[src/rtl/rgb_frame_fx_if.sv]
// rgb_frame_fx_if: pixel bus carrying RGB, valid, syncs and effect mode.
interface rgb_frame_fx_if;
  logic [9:0] red, green, blue;
  logic dval, hs, vs;
  logic [2:0] mode;
  modport master(output red, green, blue, dval, hs, vs, mode);
  modport slave(input red, green, blue, dval, hs, vs, mode);
endinterface

[src/rtl/rgb_frame_fx.sv]
// rgb_frame_fx: frame-stable RGB effects in a 2-stage pipeline, mode adopted on iVS fall.
// Define RGB_FRAME_FX_BLANK_EN to output black whenever the pixel is not valid.
module rgb_frame_fx #(
  parameter int POST_BITS = 3,
  parameter int THRESH = 512,
  parameter int BRIGHT_OFS = 128
) (
  input logic iCLK,
  input logic iRST_N,
  rgb_frame_fx_if.slave src,
  rgb_frame_fx_if.master dst
);
  localparam logic [9:0] POST_MASK = 10'(~((1 << POST_BITS) - 1));
  logic vs_prev;
  logic [2:0] mode_q, s1_mode;
  logic [9:0] s1_r, s1_g, s1_b, s1_gray, r2, g2, b2;
  logic s1_dval, s1_hs, s1_vs;
  logic [11:0] sum;
  assign sum = 12'(src.red) + {1'b0, src.green, 1'b0} + 12'(src.blue);
  assign dst.mode = mode_q;
  function automatic logic [9:0] bright(input logic [9:0] x);
    logic [10:0] s;
    s = {1'b0, x} + 11'(BRIGHT_OFS);
    return s[10] ? 10'h3ff : s[9:0];
  endfunction
  always_ff @(posedge iCLK) begin
    if (!iRST_N) begin
      vs_prev <= 1'b1;
      mode_q <= '0;
      {s1_r, s1_g, s1_b, s1_gray, s1_mode, s1_dval} <= '0;
      {s1_hs, s1_vs} <= 2'b11;
      {dst.red, dst.green, dst.blue, dst.dval} <= '0;
      {dst.hs, dst.vs} <= 2'b11;
    end else begin
      vs_prev <= src.vs;
      if (vs_prev && !src.vs) mode_q <= src.mode;
      {s1_r, s1_g, s1_b} <= {src.red, src.green, src.blue};
      {s1_dval, s1_hs, s1_vs} <= {src.dval, src.hs, src.vs};
      s1_gray <= sum[11:2];
      s1_mode <= mode_q;
      {dst.red, dst.green, dst.blue} <= {r2, g2, b2};
      {dst.dval, dst.hs, dst.vs} <= {s1_dval, s1_hs, s1_vs};
    end
  end
  always_comb begin
    {r2, g2, b2} = {s1_r, s1_g, s1_b};
    case (s1_mode)
      3'd1: {r2, g2, b2} = {3{s1_gray}};
      3'd2: {r2, g2, b2} = ~{s1_r, s1_g, s1_b};
      3'd3: {r2, g2, b2} = {s1_r & POST_MASK, s1_g & POST_MASK, s1_b & POST_MASK};
      3'd4: {r2, g2, b2} = {30{s1_gray >= 10'(THRESH)}};
      3'd5: {r2, g2, b2} = {bright(s1_r), bright(s1_g), bright(s1_b)};
      3'd6: {g2, b2} = '0;
      default: ;
    endcase
`ifdef RGB_FRAME_FX_BLANK_EN
    if (!s1_dval) {r2, g2, b2} = '0;
`endif
  end
endmodule

[src/flat_wrapper.sv]
// flat-port wrapper written by rule: the top's interface ports become plain ports
module rgb_frame_fx_flat 
#(
  parameter int POST_BITS = 3,
  parameter int THRESH = 512,
  parameter int BRIGHT_OFS = 128
)
  (iCLK, iRST_N, src_red, src_green, src_blue, src_dval, src_hs, src_vs, src_mode, dst_red, dst_green, dst_blue, dst_dval, dst_hs, dst_vs, dst_mode);
  rgb_frame_fx_if src_i ();
  rgb_frame_fx_if dst_i ();
  input logic iCLK;
  input logic iRST_N;
  input wire logic [$bits(src_i.red)-1:0] src_red;
  input wire logic [$bits(src_i.green)-1:0] src_green;
  input wire logic [$bits(src_i.blue)-1:0] src_blue;
  input wire logic [$bits(src_i.dval)-1:0] src_dval;
  input wire logic [$bits(src_i.hs)-1:0] src_hs;
  input wire logic [$bits(src_i.vs)-1:0] src_vs;
  input wire logic [$bits(src_i.mode)-1:0] src_mode;
  output wire logic [$bits(dst_i.red)-1:0] dst_red;
  output wire logic [$bits(dst_i.green)-1:0] dst_green;
  output wire logic [$bits(dst_i.blue)-1:0] dst_blue;
  output wire logic [$bits(dst_i.dval)-1:0] dst_dval;
  output wire logic [$bits(dst_i.hs)-1:0] dst_hs;
  output wire logic [$bits(dst_i.vs)-1:0] dst_vs;
  output wire logic [$bits(dst_i.mode)-1:0] dst_mode;
  assign src_i.red = src_red;
  assign src_i.green = src_green;
  assign src_i.blue = src_blue;
  assign src_i.dval = src_dval;
  assign src_i.hs = src_hs;
  assign src_i.vs = src_vs;
  assign src_i.mode = src_mode;
  assign dst_red = dst_i.red;
  assign dst_green = dst_i.green;
  assign dst_blue = dst_i.blue;
  assign dst_dval = dst_i.dval;
  assign dst_hs = dst_i.hs;
  assign dst_vs = dst_i.vs;
  assign dst_mode = dst_i.mode;
  rgb_frame_fx #(.POST_BITS(POST_BITS), .THRESH(THRESH), .BRIGHT_OFS(BRIGHT_OFS)) u_core (.iCLK(iCLK), .iRST_N(iRST_N), .src(src_i), .dst(dst_i));
endmodule
[config.mk]
export PLATFORM = sky130hd
export DESIGN_NAME = rgb_frame_fx_flat
export DESIGN_NICKNAME = d
export VERILOG_FILES = /design/src/rtl/rgb_frame_fx_if.sv /design/src/rtl/rgb_frame_fx.sv /design/src/flat_wrapper.sv
export SDC_FILE = /design/constraint.sdc
export NUM_CORES = 1
export LEC_CHECK = 0
export BUFFER_PORTS_ARGS = -buffer_cell sky130_fd_sc_hd__buf_2
export CORE_MARGIN = 4
export CORE_UTILIZATION = 30
export DETAILED_ROUTE_END_ITERATION = 8
export PLACE_DENSITY = 0.51
export SYNTH_ARGS = -nofsm -noshare
export SYNTH_HDL_FRONTEND = slang
export SYNTH_SLANG_ARGS = --single-unit
[constraint.sdc]
create_clock -name iCLK -period 6.1 [get_ports iCLK]
set_input_delay 0.61 -clock iCLK [delete_from_list [all_inputs] [get_ports iCLK]]
set_output_delay 0.61 -clock iCLK [all_outputs]
set_load 0.005 [all_outputs]
==> results.yml, run 1 <==
run_status:
  status: "completed"
setup_path:
  crit_path_frequent_cell: "fa_1"
  worstSetupEndpointType: "flop"
  critical_path_class: "in -> reg"
  path_max_fanout: 3
  cp_data_required_time_ns: 6.34
  path_cells: "buf_2 -> inv_1 -> fa_1 -> and3b_1 -> fa_1 -> a21o_1 -> a21oi_1 -> o21ai_0 -> xor2_1 -> and2_1"
  crit_path_top_delay_cell: "fa_1"
  cp.arrival_ns: 2.85
  slowest_delay_ns: 0.52
  cp-start-kind: "primary input"
job:
  drv_cap: 0
detailed_routing:
  finalWirelength_mm: 10.2
  viasPerCell: 4.83
  via_count: 3286
  drc: 0
  wl_per_cell_microns: 15.0
  drt_iter0_drc: 153
  drtPass1Iterations: 4
  ant_nets: 0
die:
  rows: 42
  die_h_microns: 124
  dieWidth_microns: 124
  pin_count: 74
  core_sq_mm: 0.0132
  dieArea_sq_mm: 0.0155
  initial_core_util: 0.307
sta:
  slew_headroom: 0.517
  whs_ns: 0.420
  max_freq_ghz: 0.383
  tightest_slew_ns: 0.724
  period_needed_ns: 2.61
  slew_viol_final: 0
  fin_setup_tns_ns: 0
  worst_slack_ns: 3.49
  grt_setup_unrepaired: "no"
  finClkSkew_ns: 0.00983
  setup-violations-final: 0
  hold_viol: 0
  period_share: 0.428
pwr:
  p_total_mw: 1.39
  ir_worst_vdd_mv: 0.102
  pwr_density_cell_mw_per_mm2: 290
  p_leak_nw: 1.99
cts:
  cts.sinks: 82
  cts_tree: "built"
  cts_setup_buffers: 0
  cts_hold_buf: 0
  htreeDepth: 3
  ctsResizeCount: 0
  path_clk_slew_ns: 0.07
  cts.path.max_buffers: 2
  clk_latency_ns: 0.34
  cts_root_buf: "clkbuf_16"
  cts_made_buffers: 9
yosys:
  synth-simple-area-share: 0.184
  synth_xor_area_frac: 0.0194
  synth_top_area_share: 0.404
  synth.area.mux_share: 0.0197
  syn_area_per_cell_sq_um: 9.20
  synth_cells: 441
  synth-compound-area-share: 0.240
  ys.warnings.count: 0
  synth_area_leader_cell: "dfxtp_1"
  syn_nets: 501
  synth_ff_type: "dfxtp_1"
  synth_adder_area_share: 0.0863
  ys_top_cells_by_area: "dfxtp_1, and2_1, o21ai_0"
  yosys.cell_types.count: 48
  yosysMostFrequentCell: "dfxtp_1"
  yosys-top-cells-count: "dfxtp_1, and2_1, o21ai_0"
  synth_top_family_by_area: "compound AO/OA/AOI/OAI gates"
  synth_edf_count: 0
  synth_seq_cells: 82
  synth_seq_area_share: 0.404
  synthArstFlopShare: 0
  synth_area_sq_mm: 0.00406
layout:
  layout-drive-gt1-share: 0.204
  n_antenna_cell: 0
  multi_input_area_sq_mm: 0.00223
  nets: 559
  fillers: 1386
  seqCellArea_sq_mm: 0.00164
  synthToLayoutAreaGrowth_pct: 18.3
  final-instance-count-excl-fill: 680
worst_hold_path:
  hp-class: "reg -> reg"
placement:
  dp_hpwl_mm: 7.46
  post-place-ws_ns: 3.13
  portBuffers: 73
  gp_congestion: 0.843
  placed_cells: 664
global_route:
  grt_pass1_wl_mm: 16.8
  grt_remaining_overflow: 0
  grtUsageTotal: 0.133
  grt_pass1_vias: 3339
  grt_max_degree: 82
  antenna_found_initial: 0
-- cells in the final DEF (no fill, tap or decap), drive strengths merged, types with 9 or more instances in the layout --
cell type / n
o31a: 13
dfxtp: 82
buf: 76
ha: 12
nor2b: 10
and2: 45
a21oi: 39
nand2: 27
fa: 10
o21ai: 42
nand2b: 13
nor2: 27
a21boi: 9
clkbuf: 9
-- worst max-delay path, delay by kind of cell --
family | cells | cell delay, ns
buf+inv | 2 | 0.14
xor+xnor | 1 | 0.15
fa+ha+maj | 2 | 0.94
compound gates | 3 | 0.62
simple gates | 2 | 0.38
-- through the flow --
stage                     cell area, sq um   util
final                                 4800  0.363
after global routing                  4800  0.363
after detailed placement              4500  0.340
after CTS                             4800  0.363
after floorplan                       4060      -
after global placement                4500  0.340
-- area by class of cell --
| cell class | count | share of cell area |
|---|---|---|
| flip-flops and latches | 82 | 0.342 |
| repair buffers | 76 | 0.0808 |
| clock buffers | 9 | 0.0469 |
| well taps | 176 | 0.0458 |
| inverters | 6 | 0.00469 |
| multi-input cells | 324 | 0.464 |
| clock inverters | 7 | 0.0159 |
-- final timing paths --
| path | to | from | slack [ns] | cells past startpoint |
|---|---|---|---|---|
| min | u_core.dst.hs | u_core.s1_hs | 0.42 | 1 |
| min reg2reg | u_core.dst.hs | u_core.s1_hs | 0.42 | 1 |
| max | u_core.s1_gray[5] | src_blue[1] | 3.49 | 10 |
| max reg2reg | u_core.dst.green[3] | u_core.s1_mode[2] | 3.74 | 5 |
-- routing by layer --
layer,up-vias,GRT usage,share of wire
li1,1669,-,-
met1,1519,0.170,0.46
met2,84,0.214,0.47
met3,14,0.0395,0.049
met4,0,0.0471,0.017
met5,-,0,0
-- cells by family after synthesis --
family,Yosys count
fa+ha+maj,22
mux,8
flops,82
simple gates,136
buf+inv,35
compound gates,149
xor+xnor,9
-- power breakdown --
part | total [mW] | leakage, nW | switching, mW | internal (mW)
clock | 0.554 | 0.142 | 0.234 | 0.320
sequential | 0.603 | 0.679 | 0.0230 | 0.580
combinational | 0.237 | 1.17 | 0.125 | 0.112
-- state kept, by name, summed over array words and instances (netlist names), 10 cells and up --
register          cells
u_core.dst.blue      10
u_core.dst.green     10
u_core.dst.red       10
u_core.s1_b          10
u_core.s1_g          10
u_core.s1_gray       10
u_core.s1_r          10
Note: power is estimated with default switching activity, not from simulation.
==> run 2: changes to the inputs <==
ABC_AREA = 1   (was not set)
clock period = 2.6 ns   (was 6.1 ns; I/O delays follow)
==> results.yml, run 2 <==
run_status:
  status: "completed"
die:
  initial_core_util: 0.309
  dieArea_sq_mm: 0.0157
  core_sq_mm: 0.0133
  dieWidth_microns: 125
  die_h_microns: 125
  pin_count: 74
  rows: 42
yosys:
  synth-compound-area-share: 0.0998
  synth_area_leader_cell: "dfxtp_1"
  synthArstFlopShare: 0
  synth_seq_area_share: 0.398
  yosysMostFrequentCell: "nand2_1"
  synth_ff_type: "dfxtp_1"
  yosys-top-cells-count: "nand2_1, inv_1, dfxtp_1"
  synth_xor_area_frac: 0.00212
  synth_top_family_by_area: "simple AND/OR/NAND/NOR gates"
  synth_edf_count: 0
  synth_top_area_share: 0.398
  synth_area_sq_mm: 0.00413
  yosys.cell_types.count: 26
  ys_top_cells_by_area: "dfxtp_1, nand2_1, inv_1"
  syn_nets: 656
  synth.area.mux_share: 0
  synth_adder_area_share: 0.0849
  synth-simple-area-share: 0.291
  synth_seq_cells: 82
  ys.warnings.count: 0
  synth_cells: 596
  syn_area_per_cell_sq_um: 6.92
detailed_routing:
  viasPerCell: 4.39
  ant_nets: 0
  drtPass1Iterations: 6
  finalWirelength_mm: 10.6
  via_count: 3712
  drt_iter0_drc: 216
  drc: 0
  wl_per_cell_microns: 12.5
cts:
  ctsResizeCount: 0
  cts_hold_buf: 0
  cts.path.max_buffers: 2
  htreeDepth: 3
  cts.sinks: 82
  clk_latency_ns: 0.34
  cts_tree: "built"
  cts_root_buf: "clkbuf_16"
  cts_made_buffers: 9
  path_clk_slew_ns: 0.06
  cts_setup_buffers: 0
pwr:
  ir_worst_vdd_mv: 0.269
  pwr_density_cell_mw_per_mm2: 644
  internal_power_mw: 2.27
  p_leak_nw: 2.79
  pwr-share-clk: 0.374
  power.switching_mw: 0.903
  seqPwrFrac: 0.448
  p_comb_frac: 0.179
  p_sw_frac: 0.285
layout:
  fin_util: 0.369
  n_antenna_cell: 0
  nets: 725
  final_common_cell: "nand2_1"
  most-common-layout-cells: "nand2_1, inv_1, dfxtp_1"
  synthToLayoutAreaGrowth_pct: 19.2
  layout-drive-gt1-share: 0.158
  final-instance-count-excl-fill: 846
setup_path:
  cp.arrival_ns: 2.08
  crit_start: "src_blue[1]"
  cp_data_required_time_ns: 2.86
  path_cells: "buf_2 -> inv_1 -> fa_1 -> nor2_1 -> fa_1 -> nand3_1 -> nand2_1 -> nand3_1 -> nand2_1 -> nand2_1 -> nand2_1 -> nor2_1"
  critical_path_class: "in -> reg"
  crit_path_frequent_cell: "nand2_1"
  slowest_delay_ns: 0.56
  path_max_fanout: 4
  worstSetupEndpointType: "flop"
  crit_path_top_delay_cell: "fa_1"
  rr_startpoint: "u_core.s1_mode[2]"
  path_delay_family: "adder cells"
  path_buf_inv: 2
  cp-start-kind: "primary input"
global_route:
  grt_pass1_wl_mm: 17.2
  antenna_found_initial: 0
  grt_max_degree: 33
  grt_pass1_vias: 3528
  grtUsageTotal: 0.136
  grt_remaining_overflow: 0
sta:
  slew_headroom: 0.619
  slew_viol_final: 0
  grt_setup_unrepaired: "no"
  hold_viol: 0
  fin_setup_tns_ns: 0
  whs_ns: 0.102
  finClkSkew_ns: 0.00618
  setup-violations-final: 0
  max_freq_ghz: 0.550
  tightest_slew_ns: 0.571
  period_needed_ns: 1.82
  period_share: 0.699
placement:
  portBuffers: 73
  gp_congestion: 0.854
  placed_cells: 830
  dp_hpwl_mm: 8.17
job:
  drv_cap: 0
worst_hold_path:
  hp-class: "in -> reg"
  holdCritStartpoint: "src_dval"
[run 2: cell types whose count changed in the layout (fill, tap and decap cells not counted), moves of 14 or more]
cell	before	now
nor2_1	24	61
nand2_1	27	169
inv_1	6	103
nand3_1	5	20
and2_1	44	0
nand3b_1	0	14
[run 2: worst paths after layout]
path	endpoint	slack, ns	cells after the start
setup / recovery	u_core.s1_gray[5]	0.78	12
hold / removal	u_core.s1_dval	0.10	3
setup reg to reg	u_core.dst.red[9]	0.94	5
hold reg to reg	u_core.dst.hs	0.41	1
[run 2: worst reg2reg max path: cells and delay by family (launching register included)]
kind	cells	cell delay (ns)
AOI/OAI and AO/OA	2	0.35
buffers and inverters	1	0.11
DFF	1	0.46
and+or+nand+nor	2	0.59
[run 2: routing by layer]
metal | vias to the layer above | part of all wire | global-route usage | wire length (microns)
met1 | 1632 | 0.49 | 0.183 | 5150
met4 | 0 | 0.018 | 0.0676 | 191
met2 | 106 | 0.44 | 0.209 | 4690
li1 | 1960 | - | - | -
met3 | 14 | 0.053 | 0.0235 | 562
met5 | - | 0 | 0 | 0
[run 2: through the flow]
step	setup WS [ns]	instance area [sq um]	power, mW
2_1_floorplan	0.739	4130	1.82
3_3_place_gp	0.486	4640	2.01
3_5_place_dp	0.453	4640	2.02
4_1_cts	0.807	4920	3.21
5_1_grt	0.644	4920	3.37
6_report	0.783	4920	3.17
[run 2: final cells by class]
| class | count | area, sq um |
|---|---|---|
| clock inverter | 5 | 38.8 |
| sequential | 82 | 1640 |
| clock buffer | 11 | 243 |
| fill | 1437 | 8430 |
| tap | 176 | 220 |
| timing repair buffer | 79 | 410 |
| multi-input combinational | 388 | 1970 |
| inverter | 105 | 394 |
[run 2: power by group through the flow]
stage                     sequential [mW]  clock [mW]  combinational, mW
final                                1.42        1.19              0.566
after global routing                 1.43        1.28              0.655
after global placement               1.44           0              0.564
after floorplan                      1.43           0              0.390
after detailed placement             1.45           0              0.569
after CTS                            1.42        1.22              0.572
[run 2: kinds of logic (layout without fill, tap and decap cells)]
kind of cell	Yosys count	count (layout)
compound gates	80	80
flops	82	82
simple gates	285	285
fa+ha+maj	22	22
xor+xnor	1	1
buf+inv	126	200
